## config.mk

```make
export PLATFORM = sky130hd
export DESIGN_NAME = bit8_to_trit5
export DESIGN_NICKNAME = d
export VERILOG_FILES = /design/src/rtl/bit8_to_trit5.sv
export SDC_FILE = /design/constraint.sdc
export NUM_CORES = 1
export LEC_CHECK = 0
export BUFFER_PORTS_ARGS = -buffer_cell sky130_fd_sc_hd__buf_4
export CAP_MARGIN = 10
export CORE_MARGIN = 5
export CORE_UTILIZATION = 55
export DETAILED_ROUTE_END_ITERATION = 16
export PLACE_DENSITY = 0.86
export SETUP_SLACK_MARGIN = 0.05
export SYNTH_ARGS = -nofsm -noshare
export SYNTH_HDL_FRONTEND = slang
export SYNTH_SLANG_ARGS = --single-unit
```

## constraint.sdc

```tcl
create_clock -name clk -period 7.9 [get_ports clk]
set_input_delay 1.58 -clock clk [delete_from_list [all_inputs] [get_ports clk]]
set_output_delay 1.58 -clock clk [all_outputs]
set_load 0.01 [all_outputs]
```

## src/rtl/bit8_to_trit5.sv

```systemverilog
// bit8_to_trit5: unpacks a byte into five base-3 digits by repeated divide-by-3.
// Define TRIT5_SIGNED_EN to emit digit 2 as balanced -1 (2'b11) instead of 2'b10.
module bit8_to_trit5 #(
  parameter int STEPS_PER_CYC = 1
) (
  input  logic       clk,
  input  logic       rst_n,
  input  logic [7:0] byte_in,
  input  logic       in_valid,
  output logic       in_ready,
  output logic [9:0] trits_out,
  output logic       out_valid,
  input  logic       out_ready,
  output logic       err
);
  typedef enum logic [1:0] {IDLE, CONV, DONE} state_t;
  state_t state_q, state_d;
  logic [7:0] q_q, q_d, qs;
  logic [9:0] t_q, t_d, ts;
  logic [2:0] k_q, k_d, ks;
  logic err_q, err_d;
  logic [1:0] r;
`ifdef TRIT5_SIGNED_EN
  localparam logic [1:0] TWO = 2'b11;
`else
  localparam logic [1:0] TWO = 2'b10;
`endif
  always_comb begin
    qs = q_q;
    ts = t_q;
    ks = k_q;
    r = '0;
    for (int i = 0; i < STEPS_PER_CYC; i++) begin
      r = 2'(qs % 8'd3);
      ts[{ks, 1'b0} +: 2] = (r == 2'd2) ? TWO : r;
      qs = qs / 8'd3;
      ks = ks + 3'd1;
    end
  end
  always_comb begin
    state_d = state_q;
    q_d = q_q;
    t_d = t_q;
    k_d = k_q;
    err_d = err_q;
    unique case (state_q)
      IDLE: if (in_valid) begin
        state_d = CONV;
        q_d = byte_in;
        t_d = '0;
        k_d = '0;
        err_d = 1'b0;
      end
      CONV: begin
        q_d = qs;
        t_d = ts;
        k_d = ks;
        // a nonzero quotient left after five digits means the byte exceeded 242
        if (ks == 3'd5) begin
          state_d = DONE;
          err_d = qs != 8'd0;
        end
      end
      DONE: if (out_ready) begin
        state_d = IDLE;
        k_d = '0;
      end
      default: state_d = IDLE;
    endcase
  end
  always_ff @(posedge clk) begin
    if (!rst_n) begin
      state_q <= IDLE;
      q_q <= '0;
      t_q <= '0;
      k_q <= '0;
      err_q <= 1'b0;
    end else begin
      state_q <= state_d;
      q_q <= q_d;
      t_q <= t_d;
      k_q <= k_d;
      err_q <= err_d;
    end
  end
  assign in_ready = rst_n && state_q == IDLE;
  assign out_valid = state_q == DONE;
  assign trits_out = t_q;
  assign err = err_q;
endmodule
```

# After elaboration in Yosys (flattened, before gate mapping)
# Cells that the tools add are included.
# op_classes
add_sub_neg,2
n_div,2
eq_ne,7
shifts,2
muxes,16
reduce_logical,9
# ops
operator,n
one-hot mux 10 bit (2 select lines),1
one-hot mux 8 bit (2 select lines),1
bitwise mux 10 bit,1
two-way mux 10 bit,1
variable shift 2 x 6 -> 10 bit (first input constant),1
indexed part select 2 x 6 -> 10 bit,1
one-hot mux 3 bit (3 select lines),1
AND reduction 3 bit,3
divider 8 x 2 -> 8 bit (second input constant),1
modulo 8 x 2 -> 8 bit (second input constant),1
two-way mux 2 bit,4
two-way mux 8 bit,1
nonzero test 8 bit,1
two-way mux 3 bit,2
negator 4 -> 6 bit,1
one-hot mux 2 bit (3 select lines),1
equality test 2 bit (second input constant),2
!= test 2 bit (second input constant),2
adder 3 x 1 -> 3 bit (second input constant),1
equality test 3 bit (second input constant),1
nonzero test 3 bit,1
equality test 2 x 1 -> 1 bit (second input constant),1
logical NOT 2 bit,1
two-way mux 1 bit,2
other kinds (5),5
# totals
ff_bits,24
word_cells,43

# Depth between registers and ports, before layout
# Gate-level depths: netlist of the first run.
# depth
depth_word,6
mapped_depth,15
ltp_nobuf,13

# Worst setup path after synthesis of the first run
# OpenSTA, ideal clock, no wires.
# synth_path
path_kind,in2out
start,input port rst_n
end,output port in_ready
t_arrival_ns,2.136
t_required_ns,6.320
slack_ns,4.184
cell_stages,2
cell_sequence,clkbuf_1 nor3b_1
# synth_between
elab_chain_len,1
# synth_rtl
element,line,source
start: declaration,7,"input logic rst_n,"
logical AND 1 bit,86,assign in_ready = rst_n && state_q == IDLE;
end: declaration,10,"output logic in_ready,"
# No other way between the ends.

# Worst setup path after layout of the first run
# layout_path
start,register q_q[7]
end,register t_q[5] (netlist: trits_out[5])
# layout_between
elab_chain_len,6
# layout_rtl
element,line,source
start: declaration,18,"logic [7:0] q_q, q_d, qs;"
start signal: assignment,80,q_q <= q_d;
modulo 8 x 2 -> 8 bit (*),34,r = 2'(qs % 8'd3);
equality test 2 bit,35,"ts[{ks, 1'b0} +: 2] = (r == 2'd2) ? TWO : r;"
two-way mux 2 bit (*),35,
indexed part select 2 x 6 -> 10 bit (*),35,
bitwise mux 10 bit (*),35,
one-hot mux 10 bit (2 select lines) (*),46,unique case (state_q)
end signal: assignment,81,t_q <= t_d;
end: declaration,19,"logic [9:0] t_q, t_d, ts;"
# Every way passes the cells marked *; elsewhere a longest branch is shown, timed or not.
# A chain may end at the register's enable or synchronous reset.

==> results of run 1 <==
[kinds of logic after synthesis]
| family | after synthesis |
|---|---|
| AND/OR/NAND/NOR | 98 |
| AO/OA/AOI/OAI | 63 |
| flip-flops | 24 |
| buffers and inverters | 22 |
| adder cells (fa/ha/maj) | 7 |
| XOR/XNOR | 6 |
| multiplexers | 4 |
[final cells by class]
type,instances,area [um2],share of cell area
inverters,8,30.0,0.0154
clock buffers,4,36.3,0.0186
well taps,44,55.1,0.0282
multi-input cells,178,1170,0.600
repair buffers,24,180,0.0922
flip-flops and latches,24,480,0.246
[cell usage in the layout (no fill, tap or decap), drive strengths merged, types with 2 or more instances in the layout]
cell	count
a221oi	3
nand2b	7
a211oi	2
a22oi	3
nand2	24
nand3	3
o221a	3
inv	8
dfxtp	24
nor3b	4
nor4	3
mux2i	4
nor2b	15
nor3	5
clkbuf	4
ha	7
xor2	2
nor4b	2
nand4	2
xnor2	4
a2bb2oi	2
a21oi	18
o21ai	15
nor2	18
o22ai	5
buf	24
and2	4
[worst paths after layout]
kind | start | endpoint | slack [ps] | cells after the start
setup reg to reg | q_q[7] | trits_out[5] | 3910 | 13
setup / recovery | q_q[7] | trits_out[5] | 3910 | 13
hold / removal | trits_out[0] | trits_out[0] | 460 | 2
hold reg to reg | trits_out[0] | trits_out[0] | 460 | 2
[state kept, by name, summed over array words and instances (netlist names)]
| signal | cells |
|---|---|
| k_q | 3 |
| q_q | 8 |
| trits_out | 10 |
| err | 1 |
| state_q | 2 |
[worst max-delay path: cells and delay by family (launching register included)]
| family | cells | cell delay, ps |
|---|---|---|
| AO/OA/AOI/OAI | 5 | 1100 |
| XOR/XNOR | 1 | 170 |
| adder cells (fa/ha/maj) | 2 | 570 |
| flip-flops | 1 | 750 |
| multiplexers | 1 | 470 |
| AND/OR/NAND/NOR | 4 | 780 |
[stage by stage]
| step | util | total power, mW | instance area (um2) |
|---|---|---|---|
| final | 0.640 | 0.321 | 1950 |
| after global routing | 0.640 | 0.344 | 1950 |
| after CTS | 0.640 | 0.321 | 1950 |
| after detailed placement | 0.628 | 0.257 | 1920 |
| after global placement | 0.628 | 0.254 | 1920 |
| after floorplan | - | 0.232 | 1750 |
[power by group through the flow]
stage	registers (mW)	clock network, mW	logic [mW]
after floorplan	0.135	0	0.0972
after global placement	0.144	0	0.111
after detailed placement	0.144	0	0.113
after CTS	0.141	0.0663	0.114
after global routing	0.143	0.0735	0.128
final	0.141	0.0655	0.114
[routing by layer]
metal | global-route usage | part of all wire | vias up
li1 | - | - | 843
met1 | 0.255 | 0.45 | 794
met2 | 0.348 | 0.51 | 30
met3 | 0.0238 | 0.034 | 4
met4 | 0.0533 | 0.0054 | 0
met5 | 0 | 0 | -
==> metrics.cfg, run 1 <==
[place]
place_congestion = 0.989
place_hpwl_um = 2900
dpl_worst_slack_ps = 3960
place_inst = 278
port_buffers = 24

[grt]
antenna_found_initial = 0
grt_usage = 0.199
gr-total-overflow = 0
grt_pass1_wl_um = 7090
grt_max_degree = 21
grt_pass1_vias = 1607

[synth]
synth_top_family_by_area = simple AND/OR/NAND/NOR gates
synth-seq-area-share = 0.274
synth-adder-area-share = 0.0500
ys_ff_latch = 24
synth_cell_types = 57
synth_top_cell_area_share = 0.274
syn_nets = 243
synth-xor-area-share = 0.0343
netlist_top_cells_count = dfxtp_1 (24), nand2_1 (24), a21oi_1 (18), nor2_1 (18), nor2b_1 (15)
synth_flop_cell = dfxtp_1
yosys.area_share.simple = 0.305
synth_edf_count = 0
synthesis.area_um2 = 1750
async_flop_share = 0
postSynthCellCount = 224
synth_area_leader_cell = dfxtp_1
yosys_warnings = 0
synth.mux.area_fraction = 0.0229
synth-compound-area-share = 0.258
synth_area_leaders = dfxtp_1 (27%), nor2b_1 (5.4%), a21oi_1 (5.1%)
avgSynthCellArea_um2 = 7.81

[timing]
fin_skew_ps = 8.86
fmaxAchievable_mhz = 251
fin_ws_ps = 3910
tns_ps = 0
slew_headroom = 0.576
hold_ws_ps = 457
hold_violations = 0
slew_violations = 0
rsz0062_at_grt = false
setup_violations = 0
min_period_ps = 3990
worst_pin_slew_ps = 635
min_period_over_period = 0.505

[power]
internal-power_mw = 0.206
p_per_area_nw_per_um2 = 164
p_comb_frac = 0.355
p_clk_frac = 0.204
switchingPower_mw = 0.115
power.share.switching = 0.357
leakage_nw = 0.746
seqPwrFrac = 0.441
ir_drop_v = 0.000117

[setup_path]
path_class = reg2reg
worstPathArrival_ps = 4190
cp_slowest_stage_delay_ps = 750
cp_cell_sequence = nand2b_1 -> nor2_1 -> o31ai_1 -> and4_1 -> xnor2_1 -> ha_1 -> nor2_1 -> a211oi_1 -> a21oi_1 -> ha_1 -> a211oi_4 -> mux2i_1 -> o21ai_1
worst_setup_path_end_kind = flop
critPathLaunchType = flop
cp_data_required_time_ps = 8100
cp_max_fo = 18
crit_slowest_cell = dfxtp_1

[finish]
drive_gt1_frac = 0.168
fill_cells = 277
nets = 258
areaGrowthSynthToFinish_pct = 11.7
antenna_cells = 0
stdcell_count = 282

[detailed_routing]
drt-total-wl_um = 3890
drt_iter0_markers = 157
vias = 1671
first_pass_iters = 7
post-route-drc-count = 0
postRouteAntennaNets = 0
vias_per_cell = 5.93
wl_per_cell_um = 13.8

[clock_network]
clockBufferDepth = 2
cts_tree = done
htreeDepth = 1
clkTransAtPathRegs_ps = 130
post_cts_buffers = 0
hold_buffers = 0
cts_made_buffers = 3
cts.repair.resized = 0
root_buffer = clkbuf_4
cts.sinks = 24
clock_latency_ps = 320

[worst_hold_path]
hold_path_class = reg2reg

[job]
cap_viol_max_count = 0

[floorplanning]
core-area_um2 = 3050
die_h_um = 66.4
top_level_ports = 25
start_util = 0.573
die_x_um = 66.4
rows = 20
dieArea_um2 = 4410

[outcome]
outcome = finished, final reports clean

Power figures use the tool's default switching activity.
==> run 2: changes to the inputs <==
--- a/config.mk
+++ b/config.mk
@@ -8,9 +8,9 @@
 export BUFFER_PORTS_ARGS = -buffer_cell sky130_fd_sc_hd__buf_4
 export CAP_MARGIN = 10
 export CORE_MARGIN = 5
-export CORE_UTILIZATION = 55
+export CORE_UTILIZATION = 51
 export DETAILED_ROUTE_END_ITERATION = 16
-export PLACE_DENSITY = 0.86
+export PLACE_DENSITY = 0.84
 export SETUP_SLACK_MARGIN = 0.05
 export SYNTH_ARGS = -nofsm -noshare
 export SYNTH_HDL_FRONTEND = slang
==> constraint.sdc (replaced) <==
create_clock -name clk -period 3.4 [get_ports clk]
set_input_delay 0.68 -clock clk [delete_from_list [all_inputs] [get_ports clk]]
set_output_delay 0.68 -clock clk [all_outputs]
set_load 0.01 [all_outputs]
==> run 2 against run 1 <==
Compared with the run above: register-to-register slack lost 3700 ps; clock power rose to 3.2 times the previous value; combinational power rose to 2.8 times the previous value; largest power group is now combinational logic.
==> metrics.cfg, run 2 (synthesis gave the netlist of run 1 again) <==
[outcome]
outcome = finished, final reports clean  ; unchanged

[detailed_routing]
drt_iter0_markers = 136  ; was 157
post-route-drc-count = 0  ; unchanged
vias = 1759  ; was 1,671
wl_per_cell_um = 14.4  ; was 13.8 um
drt-total-wl_um = 4290  ; was 3890 um
vias_per_cell = 5.90  ; was 5.93
first_pass_iters = 4  ; was 7
postRouteAntennaNets = 0  ; unchanged

[finish]
areaGrowthSynthToFinish_pct = 20.4  ; was 11.7%
fill_cells = 298  ; was 277
utilization = 0.631  ; was 0.640
drive_gt1_frac = 0.246  ; was 0.168
antenna_cells = 0  ; unchanged
finalInstanceArea_um2 = 2110  ; was 1950 um2
largest_reg_flops = 10  ; unchanged
final_common_cell = buf_4
nets = 272  ; was 258
mostFrequentLayoutCells = buf_4 (37), nand2_1 (24), dfxtp_1 (20)  ; was nand2_1 (24), dfxtp_1 (24), buf_4 (24)

[setup_path]
cp_slowest_stage_delay_ps = 420  ; was 750 ps
ff2ff_setup_slack_ps = 200  ; was 3910 ps
worstPathArrival_ps = 3420  ; was 4190 ps
cp_data_required_time_ps = 3620  ; was 8100 ps
worst_setup_path_end_kind = flop  ; unchanged
cp_cell_sequence = nor2b_1 -> a22oi_1 -> o32a_1 -> and4_1 -> xnor2_1 -> ha_2 -> nor4b_1 -> a211oi_1 -> a21oi_1 -> ha_2 -> a211oi_4 -> mux2i_1 -> buf_4 -> o21ai_1  ; was nand2b_1 -> nor2_1 -> o31ai_1 -> and4_1 -> xnor2_1 -> ha_1 -> nor2_1 -> a211oi_1 -> a21oi_1 -> ha_1 -> a211oi_4 -> mux2i_1 -> o21ai_1
crit_slowest_cell = dfxtp_4  ; was dfxtp_1
critPathLaunchType = flop  ; unchanged
cp_top_family = compound AO/OA/AOI/OAI gates  ; unchanged
cp_max_fo = 12  ; was 18
path_class = reg2reg  ; unchanged
path_common_cell = ha_2
cp_num_buf_inv = 1  ; was 0

[place]
place_hpwl_um = 3140  ; was 2900 um
dpl_cell_area_um2 = 2000  ; was 1920 um2
port_buffers = 24  ; unchanged
place_congestion = 0.855  ; was 0.989

[grt]
grt_max_degree = 21  ; unchanged
grt_usage = 0.182  ; was 0.199
gr-total-overflow = 0  ; unchanged
grt_pass1_wl_um = 6600  ; was 7090 um
grt_pass1_vias = 1467  ; was 1,607
antenna_found_initial = 0  ; unchanged

[timing]
setup_violations = 0  ; unchanged
slew_headroom = 0.578  ; was 0.576
fin_skew_ps = 10.9  ; was 8.86 ps
min_period_ps = 3200  ; was 3990 ps
fmaxAchievable_mhz = 313  ; was 251 MHz
hold_violations = 0  ; unchanged
slew_violations = 0  ; unchanged
tns_ps = 0  ; unchanged
min_period_over_period = 0.940  ; was 0.505
worst_pin_slew_ps = 631  ; was 635 ps

[power]
finalPower_mw = 0.849  ; was 0.321 mW
p_per_area_nw_per_um2 = 403  ; was 164 nW/um2
internal-power_mw = 0.565  ; was 0.206 mW
p_comb_frac = 0.377  ; was 0.355
leakage_nw = 0.825  ; was 0.746 nW
seqPwrFrac = 0.375  ; was 0.441
p_clk_frac = 0.248  ; was 0.204
ir_drop_v = 0.000302  ; was 0.000117 V
power.share.switching = 0.334  ; was 0.357
switchingPower_mw = 0.284  ; was 0.115 mW

[clock_network]
cts_tree = done  ; unchanged
hold_buffers = 0  ; unchanged
clkTransAtPathRegs_ps = 150  ; was 130 ps
clock_latency_ps = 320  ; about the same
cts_made_buffers = 3  ; unchanged
clockBufferDepth = 2  ; unchanged
root_buffer = clkbuf_4  ; unchanged
cts.sinks = 24  ; unchanged
htreeDepth = 1  ; unchanged

[worst_hold_path]
hold_path_class = reg2reg  ; unchanged

[job]
cap_viol_max_count = 0  ; unchanged

[floorplanning]
core-area_um2 = 3340  ; was 3050 um2
top_level_ports = 25  ; unchanged
start_util = 0.525  ; was 0.573
die_x_um = 68.6  ; was 66.4 um
dieArea_um2 = 4700  ; was 4410 um2
die_h_um = 68.6  ; was 66.4 um
rows = 21  ; was 20

-- run 2: cell types whose count changed in the layout (fill, tap and decap cells not counted) --
cell       delta
buf_4        +13
buf_6         +1
bufinv_16     +1
clkbuf_8      -1
dfxtp_1       -4
dfxtp_2       +2
dfxtp_4       +2
ha_1          -2
ha_2          +2
nand2b_1      -1
nand2b_4      +1
nor2_1        -1
nor2_2        +1
-- run 2: layout make-up --
type | instances | area [um2] | share of cell area
clock buffer | 3 | 22.5 | 0.0107
clock inverter | 1 | 30.0 | 0.0143
inverter | 8 | 30.0 | 0.0143
multi-input combinational | 178 | 1190 | 0.564
sequential | 24 | 490 | 0.233
tap | 46 | 57.6 | 0.0273
timing repair buffer | 38 | 289 | 0.137
-- run 2: worst register-to-register path: stages, from the launching register on --
cell      delay (ps)
dfxtp_4          420
nor2b_1          270
a22oi_1          140
o32a_1           200
and4_1           210
xnor2_1          190
ha_2             260
nor4b_1           70
a211oi_1         230
a21oi_1          130
ha_2             210
a211oi_4         320
mux2i_1          230
buf_4            160
o21ai_1           70
-- run 2: metal layers --
layer,vias to the layer above,GRT usage,wire (um)
met3,10,0.0243,331
met2,72,0.273,1920
met5,-,0,0
met1,804,0.258,1960
li1,873,-,-
met4,0,0.0769,80
-- run 2: per-stage QoR --
| step | instances | hold WS [ps] | setup WS [ps] |
|---|---|---|---|
| after floorplan | 224 | 471 | 107 |
| after global placement | 290 | 436 | 163 |
| final | 298 | 456 | 203 |
| after detailed placement | 290 | 443 | 36.5 |
| after global routing | 298 | 480 | -8.11 |
| after CTS | 294 | 461 | 91.9 |
-- run 2: worst paths after layout --
check,to,depth (start not counted),from
hold / removal,trits_out[7],2,trits_out[7]
setup / recovery,trits_out[3],14,q_q[3]
setup reg to reg,trits_out[3],14,q_q[3]
hold reg to reg,trits_out[7],2,trits_out[7]
-- run 2: what timing repair did --
item	CTS	global route
pin swaps	0	7
setup endpoints to repair	10	12
gates resized for setup	1	10
setup buffers	0	4
-- run 2: power groups by stage --
stage	combinational, mW	sequential (mW)	clock [mW]
2_1_floorplan	0.226	0.313	0
4_1_cts	0.303	0.317	0.214
6_report	0.320	0.318	0.210
3_3_place_gp	0.296	0.322	0
5_1_grt	0.348	0.320	0.230
3_5_place_dp	0.301	0.323	0
==> run 3: changes to the inputs <==
--- a/config.mk
+++ b/config.mk
@@ -7,10 +7,12 @@
 export LEC_CHECK = 0
 export BUFFER_PORTS_ARGS = -buffer_cell sky130_fd_sc_hd__buf_4
 export CAP_MARGIN = 10
+export CELL_PAD_IN_SITES_DETAIL_PLACEMENT = 0
+export CELL_PAD_IN_SITES_GLOBAL_PLACEMENT = 1
 export CORE_MARGIN = 5
-export CORE_UTILIZATION = 51
+export CORE_UTILIZATION = 38
 export DETAILED_ROUTE_END_ITERATION = 16
-export PLACE_DENSITY = 0.84
+export PLACE_DENSITY = 0.85
 export SETUP_SLACK_MARGIN = 0.05
 export SYNTH_ARGS = -nofsm -noshare
 export SYNTH_HDL_FRONTEND = slang
==> run 3 against run 2 <==
Compared with the run above: total power up 6.7%; cell count is 2.0% higher; flip-flop and latch count is the same; final area grew 2.2%; sequential share of layout area is 0.62 points lower; via count is 4.4% lower; combinational power increased by 4%; utilization down 14 points; global-route usage shrank 4.2 points; critical endpoint is now trits_out[2]; largest cell class unchanged; largest power group unchanged; highest routed layer unchanged.
==> metrics.cfg, run 3 (synthesis gave the netlist of run 1 again) <==
[outcome]
outcome = finished, final reports clean  ; unchanged

[setup_path]
ff2ff_setup_slack_ps = 250  ; was 200 ps
worst_setup_path_end_kind = flop  ; unchanged
cp_data_required_time_ps = 3560  ; was 3620 ps
cp_slowest_stage_delay_ps = 360  ; was 420 ps
cp_max_fo = 8  ; was 12
r2r-end = trits_out[2]  ; was trits_out[3]
path_class = reg2reg  ; unchanged
cp_cell_sequence = buf_4 -> nand2b_4 -> nor3_1 -> o31ai_1 -> and4_1 -> xnor2_1 -> ha_2 -> nor4b_1 -> a211oi_1 -> a21oi_1 -> ha_2 -> a211oi_4 -> buf_6 -> xor2_4 -> o21ai_1  ; was nor2b_1 -> a22oi_1 -> o32a_1 -> and4_1 -> xnor2_1 -> ha_2 -> nor4b_1 -> a211oi_1 -> a21oi_1 -> ha_2 -> a211oi_4 -> mux2i_1 -> buf_4 -> o21ai_1
cp_num_cells = 15  ; was 14
path_common_cell = ha_2  ; unchanged
critPathLaunchType = flop  ; unchanged
r2r_cells = 15  ; was 14
cp_num_buf_inv = 2  ; was 1
worstPathArrival_ps = 3310  ; was 3420 ps
crit_slowest_cell = dfxtp_2  ; was dfxtp_4
cp_top_family = compound AO/OA/AOI/OAI gates  ; unchanged
timing.rr.start = q_q[6]  ; was q_q[3]

[detailed_routing]
drt-total-wl_um = 4220  ; was 4290 um
wl_per_cell_um = 13.9  ; was 14.4 um
post-route-drc-count = 0  ; unchanged
first_pass_iters = 4  ; unchanged
vias = 1681  ; was 1,759
vias_per_cell = 5.53  ; was 5.90
drt_iter0_markers = 74  ; was 136
postRouteAntennaNets = 0  ; unchanged

[grt]
gr-total-overflow = 0  ; unchanged
grt_pass1_wl_um = 7000  ; was 6600 um
grt_pass1_vias = 1447  ; was 1,467
antenna_found_initial = 0  ; unchanged
grt_max_degree = 21  ; unchanged
grt_usage = 0.140  ; was 0.182

[power]
leakage_nw = 0.840  ; was 0.825 nW
p_per_area_nw_per_um2 = 421  ; was 403 nW/um2
ir_drop_v = 0.000200  ; was 0.000302 V
finalPower_mw = 0.906  ; was 0.849 mW

[finish]
largest_reg_flops = 10  ; unchanged
drive_gt1_frac = 0.254  ; was 0.246
finalInstanceArea_um2 = 2150  ; was 2110 um2
fill_cells = 444  ; was 298
utilization = 0.488  ; was 0.631
seq_area_um2 = 488  ; was 490 um2
areaGrowthSynthToFinish_pct = 23.0  ; was 20.4%
mostFrequentLayoutCells = buf_4 (37), nand2_1 (24), dfxtp_1 (20)  ; unchanged
nets = 272  ; unchanged
antenna_cells = 0  ; unchanged
final_common_cell = buf_4  ; unchanged
multiInputGateArea_um2 = 1210  ; was 1190 um2

[timing]
min_period_ps = 3150  ; was 3200 ps
fin_skew_ps = 7.68  ; was 10.9 ps
tns_ps = 0  ; unchanged
hold_violations = 0  ; unchanged
slew_violations = 0  ; unchanged
setup_violations = 0  ; unchanged
rsz0062_at_grt = true
min_period_over_period = 0.926  ; was 0.940
slew_headroom = 0.606  ; was 0.578
fmaxAchievable_mhz = 318  ; was 313 MHz
hold_ws_ps = 450  ; was 456 ps
worst_pin_slew_ps = 590  ; was 631 ps

[clock_network]
hold_buffers = 0  ; unchanged
cts_made_buffers = 3  ; unchanged
htreeDepth = 1  ; unchanged
clock_latency_ps = 270  ; was 320 ps
clockBufferDepth = 2  ; unchanged
root_buffer = clkbuf_8  ; was clkbuf_4
clkTransAtPathRegs_ps = 90  ; was 150 ps
cts_tree = done  ; unchanged
cts.sinks = 24  ; unchanged

[worst_hold_path]
min_from = trits_out[0]  ; was trits_out[7]
min_path_cells = 2  ; unchanged
hold_path_class = reg2reg  ; unchanged
min_to = trits_out[0]  ; was trits_out[7]

[floorplanning]
top_level_ports = 25  ; unchanged
dieArea_um2 = 6060  ; was 4700 um2
start_util = 0.397  ; was 0.525
die_x_um = 77.9  ; was 68.6 um
core-area_um2 = 4410  ; was 3340 um2
die_h_um = 77.9  ; was 68.6 um
rows = 24  ; was 21

[job]
cap_viol_max_count = 0  ; unchanged

[place]
place_hpwl_um = 3170  ; was 3140 um
dpl_cell_area_um2 = 2030  ; was 2000 um2
place_congestion = 0.893  ; was 0.855
port_buffers = 24  ; unchanged

-- run 3: cell counts in the layout (fill, tap and decap cells not counted) --
No cell type changed its count.
-- run 3: final cells by class --
class / count / area share
inverter: 8 / 0.0139
multi-input combinational: 178 / 0.562
clock buffer: 3 / 0.0192
timing repair buffer: 38 / 0.134
sequential: 24 / 0.227
clock inverter: 1 / 0.0139
tap: 52 / 0.0302
-- run 3: report_power, final --
part / leakage [nW] / switching, mW / internal (mW)
Clock: 0.0357 / 0.0982 / 0.158
Sequential: 0.197 / 0.0216 / 0.294
Combinational: 0.607 / 0.174 / 0.160
Total: 0.840 / 0.294 / 0.612
-- run 3: worst max path at each step --
stage,slack (ps),endpoint,from
after floorplan,110,trits_out[1],q_q[5]
after global placement,160,trits_out[5],q_q[5]
after detailed placement,100,trits_out[6],q_q[3]
after CTS,70,trits_out[6],q_q[3]
after global routing,40,trits_out[8],q_q[6]
final,250,trits_out[2],q_q[6]
-- run 3: worst reg2reg max path: stages (launching register included) --
cell      delay, ps
dfxtp_2         360
buf_4           170
nand2b_4         80
nor3_1           40
o31ai_1         300
and4_1          280
xnor2_1         130
ha_2            290
nor4b_1          80
a211oi_1        220
a21oi_1         120
ha_2            200
a211oi_4        250
buf_6           160
xor2_4          240
o21ai_1         100
-- run 3: metrics by stage --
stage / std cells / setup slack, ps
CTS: 303 / 67.2
finish: 304 / 253
floorplan: 224 / 107
global placement: 299 / 161
global route: 304 / 40.9
detailed placement: 299 / 104
-- run 3: repair_timing --
action	CTS	global route
setup endpoints to repair	0	12
resized for setup	0	13
setup buffers	0	1
-- run 3: metal layers --
metal,up-vias,global-route usage,routed length (um)
li1,868,-,-
met1,770,0.208,2160
met2,36,0.194,1800
met3,7,0.0324,198
met4,0,0.0498,59
met5,-,0,0
